**src/rtl/load_mem_server.sv**
```systemverilog
// rtl/load_mem_server.sv - MemRequest load-path server: fetches a 64-byte line over a beat bus into a 512-bit buffer
// Optional feature macro: LOAD_LINE_HIT_EN (one-entry line tag; a repeat request to the
// same line completes without a bus fetch). Default build: every request fetches.
module load_mem_server #(
   parameter int DATA_WIDTH = 64,
   parameter int LINE_BYTES = 64,
   parameter int ADDR_WIDTH = 64
) (
   input  logic                    clk,
   input  logic                    reset,
   input  logic                    load_send_fetch_req_in,
   input  logic [ADDR_WIDTH-1:0]   load_fetch_ad,
   output logic                    load_mem_req_completed,
   output logic [LINE_BYTES*8-1:0] load_mem_buffer,
   output logic [6:0]              load_buf_offset,
   output logic [6:0]              load_num_bytes,
   output logic                    bus_req,
   output logic [ADDR_WIDTH-1:0]   bus_addr,
   input  logic                    bus_ack,
   input  logic                    bus_resp_valid,
   input  logic [DATA_WIDTH-1:0]   bus_resp_data
);

   localparam int BEATS = LINE_BYTES * 8 / DATA_WIDTH;
   localparam int OFF_W = $clog2(LINE_BYTES);
   localparam int CNT_W = (BEATS > 1) ? $clog2(BEATS) : 1;
   localparam int TAG_W = ADDR_WIDTH - OFF_W;

   typedef enum logic [1:0] {
      S_IDLE = 2'd0,
      S_REQ  = 2'd1,
      S_FILL = 2'd2,
      S_DONE = 2'd3
   } state_t;

   state_t                    r_state;
   state_t                    w_state_nxt;
   logic [ADDR_WIDTH-1:0]     r_addr;
   logic [CNT_W-1:0]          r_beat_cnt;
   logic [LINE_BYTES*8-1:0]   r_buffer;
   logic [6:0]                r_offset;
   logic [6:0]                r_num_bytes;
   // Set when the client abandons the handshake mid-fetch; DONE then lasts one cycle.
   logic                      r_dropped;

   logic                      w_accept;
   logic                      w_hit;
   logic                      w_beat;
   logic                      w_last_beat;
   logic                      w_ack_seen;

`ifdef LOAD_LINE_HIT_EN
   logic                      r_tag_valid;
   logic [TAG_W-1:0]          r_tag;

   assign w_hit = r_tag_valid && (r_tag == load_fetch_ad[ADDR_WIDTH-1:OFF_W]);
`else
   assign w_hit = 1'b0;
`endif

   assign w_accept    = (r_state == S_IDLE) && load_send_fetch_req_in;
   assign w_ack_seen  = (r_state == S_REQ) && bus_ack;
   // Beats outside FILL (IDLE, REQ, or the ack cycle itself) are deliberately dropped.
   assign w_beat      = (r_state == S_FILL) && bus_resp_valid;
   assign w_last_beat = w_beat && (r_beat_cnt == CNT_W'(BEATS - 1));

   // State register; async reset forces IDLE so bus_req drops without waiting for a clock.
   always_ff @(posedge clk or negedge reset) begin
      if (!reset) begin
         r_state <= S_IDLE;
      end else begin
         r_state <= w_state_nxt;
      end
   end

   // Next-state and state-decoded outputs.
   always_comb begin
      w_state_nxt            = r_state;
      bus_req                = 1'b0;
      load_mem_req_completed = 1'b0;
      case (r_state)
         S_IDLE: begin
            if (load_send_fetch_req_in) begin
               w_state_nxt = w_hit ? S_DONE : S_REQ;
            end
         end
         S_REQ: begin
            bus_req = 1'b1;
            if (bus_ack) begin
               w_state_nxt = S_FILL;
            end
         end
         S_FILL: begin
            if (w_last_beat) begin
               w_state_nxt = S_DONE;
            end
         end
         S_DONE: begin
            load_mem_req_completed = 1'b1;
            if (!load_send_fetch_req_in || r_dropped) begin
               w_state_nxt = S_IDLE;
            end
         end
         default: begin
            w_state_nxt = S_IDLE;
         end
      endcase
   end

   // Request address latch and mid-fetch abandon tracking.
   always_ff @(posedge clk or negedge reset) begin
      if (!reset) begin
         r_addr    <= '0;
         r_dropped <= 1'b0;
      end else begin
         if (w_accept) begin
            r_addr    <= load_fetch_ad;
            r_dropped <= 1'b0;
         end else if (((r_state == S_REQ) || (r_state == S_FILL)) && !load_send_fetch_req_in) begin
            r_dropped <= 1'b1;
         end
      end
   end

   // Beat counter and line assembly: beat k lands in line bytes 8k..8k+7, little-endian lanes.
   always_ff @(posedge clk or negedge reset) begin
      if (!reset) begin
         r_beat_cnt <= '0;
         r_buffer   <= '0;
      end else begin
         if (w_ack_seen) begin
            r_beat_cnt <= '0;
         end else if (w_beat) begin
            r_beat_cnt <= r_beat_cnt + CNT_W'(1);
         end
         if (w_beat) begin
            for (int k = 0; k < BEATS; k++) begin
               if (r_beat_cnt == CNT_W'(k)) begin
                  r_buffer[k*DATA_WIDTH +: DATA_WIDTH] <= bus_resp_data;
               end
            end
         end
      end
   end

   // Offset and valid byte count published together with completion (fill end or line hit).
   always_ff @(posedge clk or negedge reset) begin
      if (!reset) begin
         r_offset    <= '0;
         r_num_bytes <= '0;
      end else begin
         if (w_last_beat) begin
            r_offset    <= 7'(r_addr[OFF_W-1:0]);
            r_num_bytes <= 7'(LINE_BYTES) - 7'(r_addr[OFF_W-1:0]);
         end else if (w_accept && w_hit) begin
            r_offset    <= 7'(load_fetch_ad[OFF_W-1:0]);
            r_num_bytes <= 7'(LINE_BYTES) - 7'(load_fetch_ad[OFF_W-1:0]);
         end
      end
   end

`ifdef LOAD_LINE_HIT_EN
   // Line tag records the most recently completed fill; a reset invalidates it.
   always_ff @(posedge clk or negedge reset) begin
      if (!reset) begin
         r_tag_valid <= 1'b0;
         r_tag       <= '0;
      end else if (w_last_beat) begin
         r_tag_valid <= 1'b1;
         r_tag       <= r_addr[ADDR_WIDTH-1:OFF_W];
      end
   end
`endif

   assign load_mem_buffer = r_buffer;
   assign load_buf_offset = r_offset;
   assign load_num_bytes  = r_num_bytes;
   assign bus_addr        = {r_addr[ADDR_WIDTH-1:OFF_W], {OFF_W{1'b0}}};

endmodule

```
**config.mk**
```make
export PLATFORM = sky130hd
export DESIGN_NAME = load_mem_server
export DESIGN_NICKNAME = d
export VERILOG_FILES = /design/src/rtl/load_mem_server.sv
export SDC_FILE = /design/constraint.sdc
export NUM_CORES = 1
export LEC_CHECK = 0
export ABC_AREA = 0
export BUFFER_PORTS_ARGS = -buffer_cell sky130_fd_sc_hd__clkbuf_2
export CORE_AREA = 2 2 283 285
export CTS_BUF_LIST = sky130_fd_sc_hd__clkbuf_4
export DETAILED_ROUTE_END_ITERATION = 10
export DIE_AREA = 0 0 285 287
export GPL_TIMING_DRIVEN = 0
export PLACE_DENSITY = 0.62
export SETUP_SLACK_MARGIN = 0.15
export SLEW_MARGIN = 20
export SYNTH_ARGS = -nofsm -noshare
export SYNTH_HDL_FRONTEND = slang
export SYNTH_SLANG_ARGS = --single-unit
```
**constraint.sdc**
```tcl
create_clock -name clk -period 2.05 [get_ports clk]
set_clock_uncertainty 0.1 [all_clocks]
set_input_delay 0.41 -clock clk [delete_from_list [all_inputs] [get_ports clk]]
set_output_delay 0.41 -clock clk [all_outputs]
set_load 0.02 [all_outputs]
```
# Word level (Yosys, flattened, before mapping)
# Cells that the tools add are included.
[op_classes] addsub=2 n_eq_ne=14 muxes=11 reduce_logical=21
[ops] cell="$reduce_and 2->1" count=8
[ops] cell="$eq 3x3->1 const B" count=4
[ops] cell="$mux 2" count=4
[ops] cell="$ne 2x2->1 const B" count=4
[ops] cell="$pmux 2 s4" count=1
[ops] cell="$sub 7x6->7 const A" count=1
[ops] cell="$eq 3x2->1 const B" count=2
[ops] cell="$mux 3" count=2
[ops] cell="$logic_and 1x1->1" count=5
[ops] cell="$eq 2x2->1 const B" count=2
[ops] cell="$mux 1" count=4
[ops] cell="$reduce_and 4->1" count=1
[ops] cell="$reduce_bool 2->1" count=2
[ops] cell="$add 3x1->3 const B" count=1
[ops] cell="$eq 3x1->1 const B" count=1
[ops] cell="$logic_not 3->1" count=1
[ops] cell="$eq 2x1->1 const B" count=1
[ops] cell="$logic_not 2->1" count=1
[ops] cell="$logic_or 1x1->1" count=2
[ops] cell="$logic_not 1->1" count=1
[word_totals] regBits=595 input_bits=133 output_inout_bits=592 wordCells=62

# Logic depth before layout (Yosys ltp)
[logic_depth] ltp_word=5 ltp_mapped=7 depth_no_buf=5

# Least setup slack after synthesis
# Ideal clock, no wire load.
[synth_path] path_kind="register to register" start="register r_state[0]" end="register r_state[1]" t_arrival_ns=1.637 t_required_ns=1.825 setup_slack_ns=0.188 path_stages_with_launch=5 path_buffers=0 period_less_slack_ns=1.862 path_cell_list="dfrtp_1 -> ha_1 -> and3b_1 -> a2111oi_2 -> mux2_2"
[synth_between] elab_chain_cells=5 elab_cells_between_ends=12 cone_classes="eq/ne: 7; mux: 1; reduce/logical: 4"
[synth_lines] element="from (decl)" line_no="36" text="state_t r_state;"
[synth_lines] element="from (signal assigned)" line_no="72" text="r_state <= w_state_nxt;"
[synth_lines] element="$eq 2x2->1" line_no="64, 81"
[synth_lines] element="$logic_and 1x1->1" line_no="64" text="assign w_beat = (r_state == S_FILL) && bus_resp_valid;"
[synth_lines] element="$logic_and 1x1->1" line_no="65" text="assign w_last_beat = w_beat && (r_beat_cnt == CNT_W'(BEATS - 1));"
[synth_lines] element="$ne 2x2->1 (no line)"
[synth_lines] element="$reduce_and 4->1 (no line)"
# Several ways; a longest one is shown, not always the timed one.
# A chain may end at the register's enable or synchronous reset.

# Worst setup path after layout
[layout_path] start="register r_state[1]" end="register r_buffer[102] (netlist: load_mem_buffer[102])"
[layout_between] elab_chain_cells=3
[layout_lines] element="$eq 2x2->1" line_no="64"
[layout_lines] element="$logic_and 1x1->1" line_no="64"
[layout_lines] element="$reduce_and 2->1 (no line)"
[layout_lines] element="to (signal, indexed assignment)" line_no="139" text="r_buffer[k*DATA_WIDTH +: DATA_WIDTH] <= bus_resp_data;"
[layout_lines] element="to (decl)" line_no="40" text="logic [LINE_BYTES*8-1:0] r_buffer;"
# Every way passes these cells.

==> qor_table.md <==
| Parameter | Reported | Unit |
|:---|:---|:---|
| Post-synth EDFFs | 0 | - |
| CTS tree | built | - |
| Clock-pin slew on the worst setup and hold paths | 70 | ps |
| H-tree depth reported by CTS | 4 | - |
| Via count of the first global-routing pass | 18,000 | - |
| Clk network pwr share | 17.9 | % |
| Count of buffers inserted at the top-level ports | 716 | - |
| Max-slew violations | 0 | - |
| Maximum root-to-sink buffer count | 3 | - |
| Aggregate routed wire length | 85,300 | µm |
| Number of endpoints with negative hold slack in the final report | 161 | - |
| Ratio of total power to cell area | 1470 | nW/µm² |
| DR pass1 iterations | 4 | - |
| Area overhead of the layout relative to synthesis | 71.8 | % |
| Cell Count Post-Placement | 3,151 | - |
| Vias/cell | 4.50 | - |
| Global route total overflow | 0 | - |
| Worst max-slew margin expressed relative to the limit | 53.1 | % |
| Placement row count | 103 | - |
| List of most frequent post-synthesis cells | sky130_fd_sc_hd__dfrtp_1, sky130_fd_sc_hd__mux2_2, sky130_fd_sc_hd__buf_4, sky130_fd_sc_hd__buf_6, sky130_fd_sc_hd__mux2_1 | - |
| Post-route minimum period | 2250 | ps |
| Worst path setup slack after routing | -204 | ps |
| Critical path peak fanout | 7 | - |
| Starting density of the core | 29.3 | % |
| CTS root buffer | sky130_fd_sc_hd__clkbuf_4 | - |
| Number of synthesized register bits | 594 | - |
| Minimum hold slack | -601 | ps |
| Crit path DAT | 2980 | ps |
| Category of the critical setup timing path | register to register | - |
| Proportion of netlist area held by the largest area contributor | 64.6 | % |
| Area occupied by multi-input gates | 7780 | µm² |
| Total GRT Usage | 18.6 | % |
| Unrepaired setup endpoints after global routing | true | - |
| Boundary pin count | 725 | - |
| P_sw | 20.7 | mW |
| Max Fclk | 0.444 | GHz |
| Final #Nets | 2,779 | - |
| Placed wire-length estimate | 50,400 | µm |
| Outcome | finished with violations | - |
| Endpoint type of the worst setup path | register | - |
| Antenna-violating nets left | 0 | - |
| Place WS | -774 | ps |
| Proportion of power drawn by flip-flops and latches | 34.0 | % |
| Most common cell in the netlist | sky130_fd_sc_hd__dfrtp_1 | - |
| Internal cell power | 37.3 | mW |
| Switching part of the total power | 35.7 | % |
| Full die area | 81,800 | µm² |
| Finished Cell Area | 39,500 | µm² |
| Fraction of the yosys area taken by sequential cells | 64.6 | % |
| Total leakage power | 20.3 | nW |
| Violated checks | hold timing, setup timing | - |
| Total setup violations reported at the end of the flow | 425 | - |
| Setup_tns | -32,670 | ps |
| GPL Wtd Cong | 0.823 | - |
| Total cell area at the placement stage | 28,100 | µm² |
| Number of antenna violations at the first check in global routing | 2 | - |
| Ranking of synthesized cells by area | sky130_fd_sc_hd__dfrtp_1, sky130_fd_sc_hd__mux2_2, sky130_fd_sc_hd__buf_4 | - |
| Post-synthesis cell count | 1,373 | - |
| Core Footprint | 78,600 | µm² |
| Clock network latency to the later pin of the worst-skew pair | 900 | ps |
| Post-route non-filler standard cell count | 3,791 | - |
| Actual transition at the worst max-transition pin | 703 | ps |
| Drt initial violations | 615 | - |
| Most used flip-flop cell after synthesis | sky130_fd_sc_hd__dfrtp_1 | - |
| Post-route clock period utilization | 110 | % |
| Number of DRC violations after detailed routing | 0 | - |
| Yosys cell types | 33 | - |
| Warning count from the yosys run | 0 | - |
| Die X-Extent | 285 | µm |
| Yosys top cell by area | sky130_fd_sc_hd__dfrtp_1 | - |
| Number of max-cap violations | 0 | - |
| Vias | 17,100 | - |
| # hold bufs at CTS | 151 | - |
| Mapped Avg Cell Area | 16.8 | µm² |
| Sink Count | 594 | - |
| FF+latch area | 14,900 | µm² |
| Setup crit start kind | register | - |
| Power share of the combinational group | 48.1 | % |
| Average detailed-routed wire length per instance | 22.5 | µm |
| Type of the worst min-delay path | input pin to asynchronous set/reset pin | - |
| Wire length of the first global-routing pass | 115,000 | µm |
| Required time reported for the critical path endpoint | 2780 | ps |
| Die Height | 287 | µm |
| Worst VDD drop | 1.01 | mV |
| Total CTS buffers | 160 | - |
| Pin count of the biggest net entering global routing | 97 | - |
| Share of post-route cells with drive strength above 1 | 69.3 | % |
| Async set-or-reset flop fraction in the synthesized netlist | 100 | % |
| Layout fillers | 6,394 | - |
| Post-synthesis instance area | 23,000 | µm² |
[what timing repair did]
| action | CTS | global route |
|---|---|---|
| endpoints found under the hold margin | 744 | 122 |
| pin swaps | 8 | 4 |
| setup buffers | 56 | 122 |
| gates resized for setup | 261 | 1936 |
| gates cloned | 27 | 15 |
| endpoints found under the setup margin | 1170 | 1225 |
[path summary, 6_finish.rpt]
| kind | from | end | slack (ps) | cells past startpoint |
|---|---|---|---|---|
| min in group clk | load_fetch_ad[52] | r_addr[52]$_DFFE_PN0P_ | 180 | 3 |
| max reg2reg | r_state[1]$_DFFE_PN0P_ | load_mem_buffer[102]$_DFFE_PN0P_ | -200 | 10 |
| max in group asynchronous | reset | load_mem_buffer[494]$_DFFE_PN0P_ | 270 | 5 |
| min | reset | load_mem_buffer[330]$_DFFE_PN0P_ | -600 | 1 |
| min reg2reg | load_mem_buffer[47]$_DFFE_PN0P_ | load_mem_buffer[47]$_DFFE_PN0P_ | 410 | 1 |
| max | r_state[1]$_DFFE_PN0P_ | load_mem_buffer[102]$_DFFE_PN0P_ | -200 | 10 |
[power groups by stage]
stage	Combinational (mW)	Clock, mW	Sequential [mW]
3_5_place_dp	18.6	0	18.8
2_1_floorplan	6.91	0	23.0
4_1_cts	20.5	10.7	18.7
6_report	27.9	10.4	19.7
3_3_place_gp	18.2	0	18.6
5_1_grt	29.0	11.4	20.2
[metal layers]
layer  vias up  part of all wire [%]  global-route usage, %  wire [µm]
met5         -                     0                      0          0
met4         0                   3.3                   7.50       2810
met3       168                   5.9                   5.13       5020
met2       712                    51                   32.5      43900
met1      8794                    39                   21.7      33600
li1       7402                     -                      -          -
[layout make-up]
class / instances / share of cell area, %
Inverter: 9 / 0.0918
Buffer: 125 / 4.43
Clock buffer: 229 / 4.35
Timing Repair Buffer: 1093 / 29.9
Antenna cell: 1 / 0.00633
Multi-Input combinational cell: 651 / 19.7
Tap cell: 1050 / 3.32
Clock inverter: 39 / 0.589
Sequential cell: 594 / 37.6
[worst max-delay path, stage by stage (launching register included)]
cell and delay, ps:
sky130_fd_sc_hd__dfrtp_2 440, sky130_fd_sc_hd__buf_4 150, sky130_fd_sc_hd__buf_6 110, sky130_fd_sc_hd__ha_4 160, sky130_fd_sc_hd__buf_12 130, sky130_fd_sc_hd__buf_4 130
sky130_fd_sc_hd__nand3_4 150, sky130_fd_sc_hd__buf_12 190, sky130_fd_sc_hd__buf_12 120, sky130_fd_sc_hd__clkbuf_16 130, sky130_fd_sc_hd__mux2_2 350
[state kept, by name (all words and copies together) (netlist names)]
signal and flops:
r_beat_cnt 3, r_addr 64, r_state 2, load_num_bytes 7, load_mem_buffer 512, load_buf_offset 5, r_dropped 1
[metrics by stage]
step                      power (mW)  hold slack [ps]  utilization, %
after floorplan                 30.0             14.4               -
after global placement          36.8              373            35.5
after detailed placement        37.4              372            35.8
after CTS                       49.9             -741            43.3
after global routing            60.5             -651            50.3
final                           57.9             -601            50.3
[logic make-up after synthesis]
kind of cell	count (synthesis)	share of synthesized area [%]
flops	594	64.6
mux	583	28.5
buf+inv	134	4.59
simple gates	30	1.09
compound gates	15	0.419
fa+ha+maj	12	0.652
xor+xnor	4	0.152
other cells	1	0.0163
[placed cells by master (no fill, tap or decap), drive strengths merged]
cell type and n:
a2111oi 1, a21boi 1, a21oi 2, a2bb2oi 1
a31oi 1, and3b 1, buf 898, bufinv 1
clkbuf 398, clkinv 30, clkinvlp 4, conb 7
dfrtp 594, diode 1, dlygate4sd3 151, ha 12
inv 13, mux2 581, mux2i 2, nand2 10
nand3 5, nand4 4, nor2 2, nor2b 3
nor3 3, nor3b 1, nor4b 1, o21ai 7
o22ai 1, o31ai 1, xnor2 1, xor2 3
(Power assumes the default switching activity.)
